## src/rtl/trigger_ctrl.sv

```systemverilog
// trigger_ctrl: self-trigger sequencer for the ADC-to-DMA acquisition datapath.
// Opens a window on a threshold crossing and closes it on post-length, window cap or FIFO-full abort.
module trigger_ctrl #(
    parameter int THRESHOLD            = 10,
    parameter int PRE_ACQUI_LEN        = 12,
    parameter int POST_ACQUI_LEN       = 38,
    parameter int ACQUI_LEN            = 100,
    parameter int HOLDOFF_LEN          = 12,
    parameter int TIME_STAMP_WIDTH     = 16,
    parameter int ADC_RESOLUTION_WIDTH = 12,
    parameter int S_AXIS_TDATA_WIDTH   = 128
) (
    input  logic                          AXIS_ACLK,
    input  logic                          AXIS_ARESETN,
    input  logic                          ENABLE,
    input  logic [S_AXIS_TDATA_WIDTH-1:0] S_AXIS_TDATA,
    input  logic                          S_AXIS_TVALID,
    input  logic                          S_AXIS_TREADY,
    input  logic                          FIFO_FULL,
    output logic                          START_TRG,
    output logic                          FINALIZE_TRG,
    output logic [TIME_STAMP_WIDTH-1:0]   TIME_STAMP,
    output logic                          BUSY,
    output logic [31:0]                   EVENT_CNT,
    output logic [15:0]                   DROP_CNT
);

    localparam int NS      = S_AXIS_TDATA_WIDTH / 16;
    localparam int THR_INT = (THRESHOLD * (1 << (ADC_RESOLUTION_WIDTH - 1))) / 100;
    localparam logic signed [ADC_RESOLUTION_WIDTH-1:0] THR_CODE = THR_INT[ADC_RESOLUTION_WIDTH-1:0];
    // Holdoff must cover the pre-trigger depth, so a shorter setting is clamped up to it.
    localparam int HOLD_LEN_EFF = (HOLDOFF_LEN < PRE_ACQUI_LEN) ? PRE_ACQUI_LEN : HOLDOFF_LEN;
    localparam int WIN_W  = $clog2(ACQUI_LEN + 1);
    localparam int POST_W = $clog2(POST_ACQUI_LEN + 1);
    localparam int HOLD_W = $clog2(HOLD_LEN_EFF + 1);

    typedef enum logic [2:0] {
        IDLE,
        ACQUIRE,
        POST,
        CLOSE,
        HOLDOFF
    } state_t;

    state_t                      state;
    logic [WIN_W-1:0]            win_cnt;
    logic [POST_W-1:0]           post_cnt;
    logic [HOLD_W-1:0]           hold_cnt;
    logic [TIME_STAMP_WIDTH-1:0] ts_cnt;
    logic                        beat;
    logic                        over_thr;
    logic                        hit;
    logic                        win_full;
    logic                        post_done;
    logic                        hold_done;
    logic                        unused_tdata;

    // Upper nibble of each 16-bit lane carries no sample bits.
    assign unused_tdata = ^S_AXIS_TDATA;

    always_comb begin
        over_thr = 1'b0;
        for (int unsigned k = 0; k < NS; k++) begin
            if ($signed(S_AXIS_TDATA[16*k +: ADC_RESOLUTION_WIDTH]) > THR_CODE) begin
                over_thr = 1'b1;
            end
        end
    end

    assign beat      = S_AXIS_TVALID & S_AXIS_TREADY;
    assign hit       = beat & over_thr;
    assign win_full  = (win_cnt == WIN_W'(ACQUI_LEN));
    assign post_done = (post_cnt == POST_W'(POST_ACQUI_LEN));
    assign hold_done = (hold_cnt == HOLD_W'(HOLD_LEN_EFF - 1));

    always_ff @(posedge AXIS_ACLK or negedge AXIS_ARESETN) begin
        if (!AXIS_ARESETN) begin
            state        <= IDLE;
            win_cnt      <= '0;
            post_cnt     <= '0;
            hold_cnt     <= '0;
            ts_cnt       <= '0;
            START_TRG    <= 1'b0;
            FINALIZE_TRG <= 1'b0;
            TIME_STAMP   <= '0;
            BUSY         <= 1'b0;
            EVENT_CNT    <= '0;
            DROP_CNT     <= '0;
        end else begin
            ts_cnt <= ts_cnt + TIME_STAMP_WIDTH'(1);
            case (state)
                IDLE: begin
                    if (hit && ENABLE) begin
                        if (FIFO_FULL) begin
                            if (DROP_CNT != '1) DROP_CNT <= DROP_CNT + 16'd1;
                        end else begin
                            state      <= ACQUIRE;
                            START_TRG  <= 1'b1;
                            BUSY       <= 1'b1;
                            TIME_STAMP <= ts_cnt;
                            win_cnt    <= WIN_W'(1);
                            post_cnt   <= '0;
                        end
                    end
                end
                ACQUIRE, POST: begin
                    // Abort beats everything, then the window cap beats a re-trigger.
                    if (FIFO_FULL) begin
                        state        <= CLOSE;
                        START_TRG    <= 1'b0;
                        FINALIZE_TRG <= 1'b1;
                        if (DROP_CNT != '1) DROP_CNT <= DROP_CNT + 16'd1;
                    end else if (beat) begin
                        if (win_full || (!hit && post_done)) begin
                            state        <= CLOSE;
                            START_TRG    <= 1'b0;
                            FINALIZE_TRG <= 1'b1;
                            EVENT_CNT    <= EVENT_CNT + 32'd1;
                        end else if (hit) begin
                            state    <= ACQUIRE;
                            win_cnt  <= win_cnt + WIN_W'(1);
                            post_cnt <= '0;
                        end else begin
                            state    <= POST;
                            win_cnt  <= win_cnt + WIN_W'(1);
                            post_cnt <= post_cnt + POST_W'(1);
                        end
                    end
                end
                CLOSE: begin
                    state        <= HOLDOFF;
                    FINALIZE_TRG <= 1'b0;
                    hold_cnt     <= '0;
                end
                HOLDOFF: begin
                    if (beat) begin
                        if (hold_done) begin
                            state <= IDLE;
                            BUSY  <= 1'b0;
                        end else begin
                            hold_cnt <= hold_cnt + HOLD_W'(1);
                        end
                    end
                end
                default: begin
                    state <= IDLE;
                    BUSY  <= 1'b0;
                end
            endcase
        end
    end

endmodule

```

## config.mk

```make
export PLATFORM = sky130hd
export DESIGN_NAME = trigger_ctrl
export DESIGN_NICKNAME = d
export VERILOG_FILES = /design/src/rtl/trigger_ctrl.sv
export SDC_FILE = /design/constraint.sdc
export NUM_CORES = 1
export LEC_CHECK = 0
export ABC_AREA = 1
export BUFFER_PORTS_ARGS = -buffer_cell sky130_fd_sc_hd__buf_2
export CAP_MARGIN = 20
export CORE_MARGIN = 10
export CORE_UTILIZATION = 36
export CTS_CLUSTER_SIZE = 24
export DETAILED_ROUTE_END_ITERATION = 8
export PLACE_DENSITY = 0.63
export SLEW_MARGIN = 30
export SYNTH_ARGS = -nofsm -noshare
export SYNTH_HDL_FRONTEND = slang
export SYNTH_SLANG_ARGS = --single-unit
```

## constraint.sdc

```tcl
create_clock -name AXIS_ACLK -period 3.2 [get_ports AXIS_ACLK]
set_input_delay 0 -clock AXIS_ACLK [delete_from_list [all_inputs] [get_ports AXIS_ACLK]]
set_output_delay 0 -clock AXIS_ACLK [all_outputs]
set_load 0.02 [all_outputs]
```

==> reports/qor.yml <==
n_fill_cell: 1675
synth_edf_count: 0
status: "finished, final reports clean"
final.setup_skew_ns: 0.01044
grt_max_degree: 68
syn_nets: 938
required_ns: 3.43
dieArea_um2: 22010
drtPass1Iterations: 4
clk_latency_ns: 0.35
core_um2: 16000
pwr-share-comb: 0.284
grt-busiest-layer: "met2"
yosysWarnings: 0
yosys-top-cells-area: "dfrtp_1 43%, nand2_1 16%, xor2_1 6.6%, inv_1 6.3%, nor2_1 4.1%"
drive_gt1_frac: 0.2150
gr-usage-all-layers: 0.1457
startpoint: "state[1]"
max_freq_mhz: 440.9
use_met2: 0.2502
yosysSeqAreaShare: 0.4346
cp_cell_sequence: "nor2_1, nor2_2, buf_4, nand3_2, buf_4, clkinv_2, nand3b_1, nand2_1"
worst-path-buf-inv: 3
crit_path_start_kind: "register"
drv_slew: 0
yosysTopAreaCell: "dfrtp_1"
worstHoldStart: "FIFO_FULL"
fp.dieW_um: 148.4
setup_viol: 0
drc: 0
final_nets: 1109
critPathSlowestCell: "clkinv_2"
path_class: "reg2reg"
cts_made_buffers: 9
synthToLayoutAreaGrowth_pct: 23.42
r2r-start: "state[1]"
worstHoldEndpoint: "state[1]"
power.static_leakage_nw: 3.834
synth_flop_cell: "dfrtp_1"
yosys-top-cells-count: "258 x nand2_1, 103 x dfrtp_1, 99 x inv_1"
hold_class: "in2reg"
finalCritPeriodShare: 0.7088
tns_ns: 0
final_core_utilization: 0.4575
postRouteAntennaNets: 0
crit_arrival_ns: 2.49
vias: 5370
placementRows: 46
wl_mm: 15.95
ys_types: 31
wl_per_cell_um: 13.43
hpwl_mm: 12.58
p_per_area_nw_per_um2: 524.0
r2r_cells: 8
yosysMostFrequentCell: "nand2_1"
p_sw_mw: 1.359
globalRouteMet3Util: 0.03004
cp_top_family: "buffers and inverters"
viasPerCell: 4.520
avgSynthCellArea_um2: 7.451
swShare: 0.3544
ioPinCount: 201
worst_pin_slew_ns: 0.7308
clkTransAtPathRegs_ns: 0.07
use_met1: 0.1833
endpoint_kind: "register"
drtIter0Drc: 290
port_buffers: 168
yosys.area.top_type_share: 0.4346
rsz0062_at_grt: "false"
synth_seq_cells: 103
path_common_cell: "buf_4"
timing.rr.end: "EVENT_CNT[6]"
clock_power_share: 0.301
postSynthCellCount: 796
start_util: 0.3707
drv_cap: 0
internal-power_mw: 2.476
cts_buffer_depth: 2
ir_worst_vdd_mv: 0.3309
grt_pass1_wl_mm: 26.54
die_h_um: 148.4
fin_crit_ns: 2.268
critPathMaxStageDelay_ns: 0.44
cts_resized: 0
cts_root_buffer: "clkbuf_16"
slew_headroom: 0.5117
cts_tree: "yes"
place.gp.congestion: 0.8994
hold_viol_final: 0
reg2reg_setup_slack_ns: 0.93
holdPathStages: 3
syn_area_um2: 5931
seqPwrFrac: 0.416
async_flop_share: 1.000
antenna_cells: 0
crit_fanout: 33
antenna_found_initial: 0
overflow: 0
grt_pass1_vias: 5367
clkSinkCount: 103
htreeDepth: 3
## registers in the layout (all words and copies together) (netlist names)
signal	flops
ts_cnt	16
win_cnt	7
post_cnt	6
FINALIZE_TRG	1
hold_cnt	4
BUSY	1
EVENT_CNT	32
START_TRG	1
DROP_CNT	16
TIME_STAMP	16
state	3
## cells in the final DEF (no fill, tap or decap)
cell type,instances
nand2_4,2
nor3_1,35
nand4_2,1
xor2_1,45
clkinv_2,1
nor4_2,1
clkbuf_8,2
inv_6,2
nor3_2,3
ha_1,8
clkinvlp_4,2
inv_2,2
dlygate4sd3_1,1
clkbuf_16,9
nor3b_1,2
nand3b_1,3
nand3_1,46
bufinv_16,1
o21ai_1,22
nand4_1,7
nand3_4,1
xnor2_1,15
buf_4,6
buf_6,1
nor4_1,12
nand2_1,258
nor2_2,5
nand3_2,1
o21ai_0,37
inv_1,99
nor2_1,64
buf_2,167
a21oi_1,6
nand2_2,2
dfrtp_1,103
## metrics by stage
stage | cells | power (mW) | worst slack (ns) | instance area (µm²) | hold WS [ns]
floorplan | 796 | 2.350 | 1.404 | 5931 | -0.2956
global placement | 1171 | 2.697 | 0.9469 | 6990 | 0.1725
detailed placement | 1171 | 2.716 | 0.9090 | 6990 | 0.1769
CTS | 1188 | 3.897 | 0.8950 | 7316 | 0.06763
global route | 1188 | 4.102 | 0.6700 | 7320 | 0.1277
finish | 1188 | 3.835 | 0.9318 | 7320 | 0.06557
## final cells by class
cell class,count,area (µm²),area share
clock buffer,11,252.7,0.03453
sequential,103,2577,0.3521
inverter,102,384.1,0.05248
multi-input combinational,576,2870,0.3921
timing repair buffer,175,902.1,0.1232
clock inverter,5,62.56,0.008547
tap,216,270.3,0.03692
## timing repair
item,in CTS,in global routing
hold buffers,1,0
buffers inserted,0,0
hold endpoints to repair,65,0
## routing by layer
layer  vias up  part of all wire
met5         -                 0
met4         0             0.013
met3        15             0.032
met2        74              0.50
met1      2429              0.45
li1       2852                 -
## worst min-delay path, stage by stage
cell	delay, ns
buf_2	0.11
o21ai_0	0.10
o21ai_0	0.16
## how the worst max path moves through the flow
stage	end	slack, ns	cells past startpoint
2_1_floorplan	DROP_CNT[0]	1.40	9
6_report	EVENT_CNT[6]	0.93	8
5_1_grt	EVENT_CNT[6]	0.67	8
3_3_place_gp	EVENT_CNT[8]	0.95	8
4_1_cts	EVENT_CNT[6]	0.90	8
3_5_place_dp	EVENT_CNT[23]	0.91	7
## cells by family after synthesis
kind of cell	Yosys count	synth area share
compound gates	65	0.05485
xor+xnor	60	0.08861
fa+ha+maj	8	0.01688
buf+inv	117	0.08143
flops	103	0.4346
simple gates	443	0.3236
## power by group through the flow
| stage | Clock, mW | Sequential [mW] | Combinational [mW] |
|---|---|---|---|
| 2_1_floorplan | 0 | 1.72 | 0.629 |
| 3_3_place_gp | 0 | 1.61 | 1.08 |
| 3_5_place_dp | 0 | 1.62 | 1.10 |
| 4_1_cts | 1.20 | 1.60 | 1.10 |
| 5_1_grt | 1.24 | 1.62 | 1.24 |
| 6_report | 1.15 | 1.59 | 1.09 |
Power figures use the tool's default switching activity.
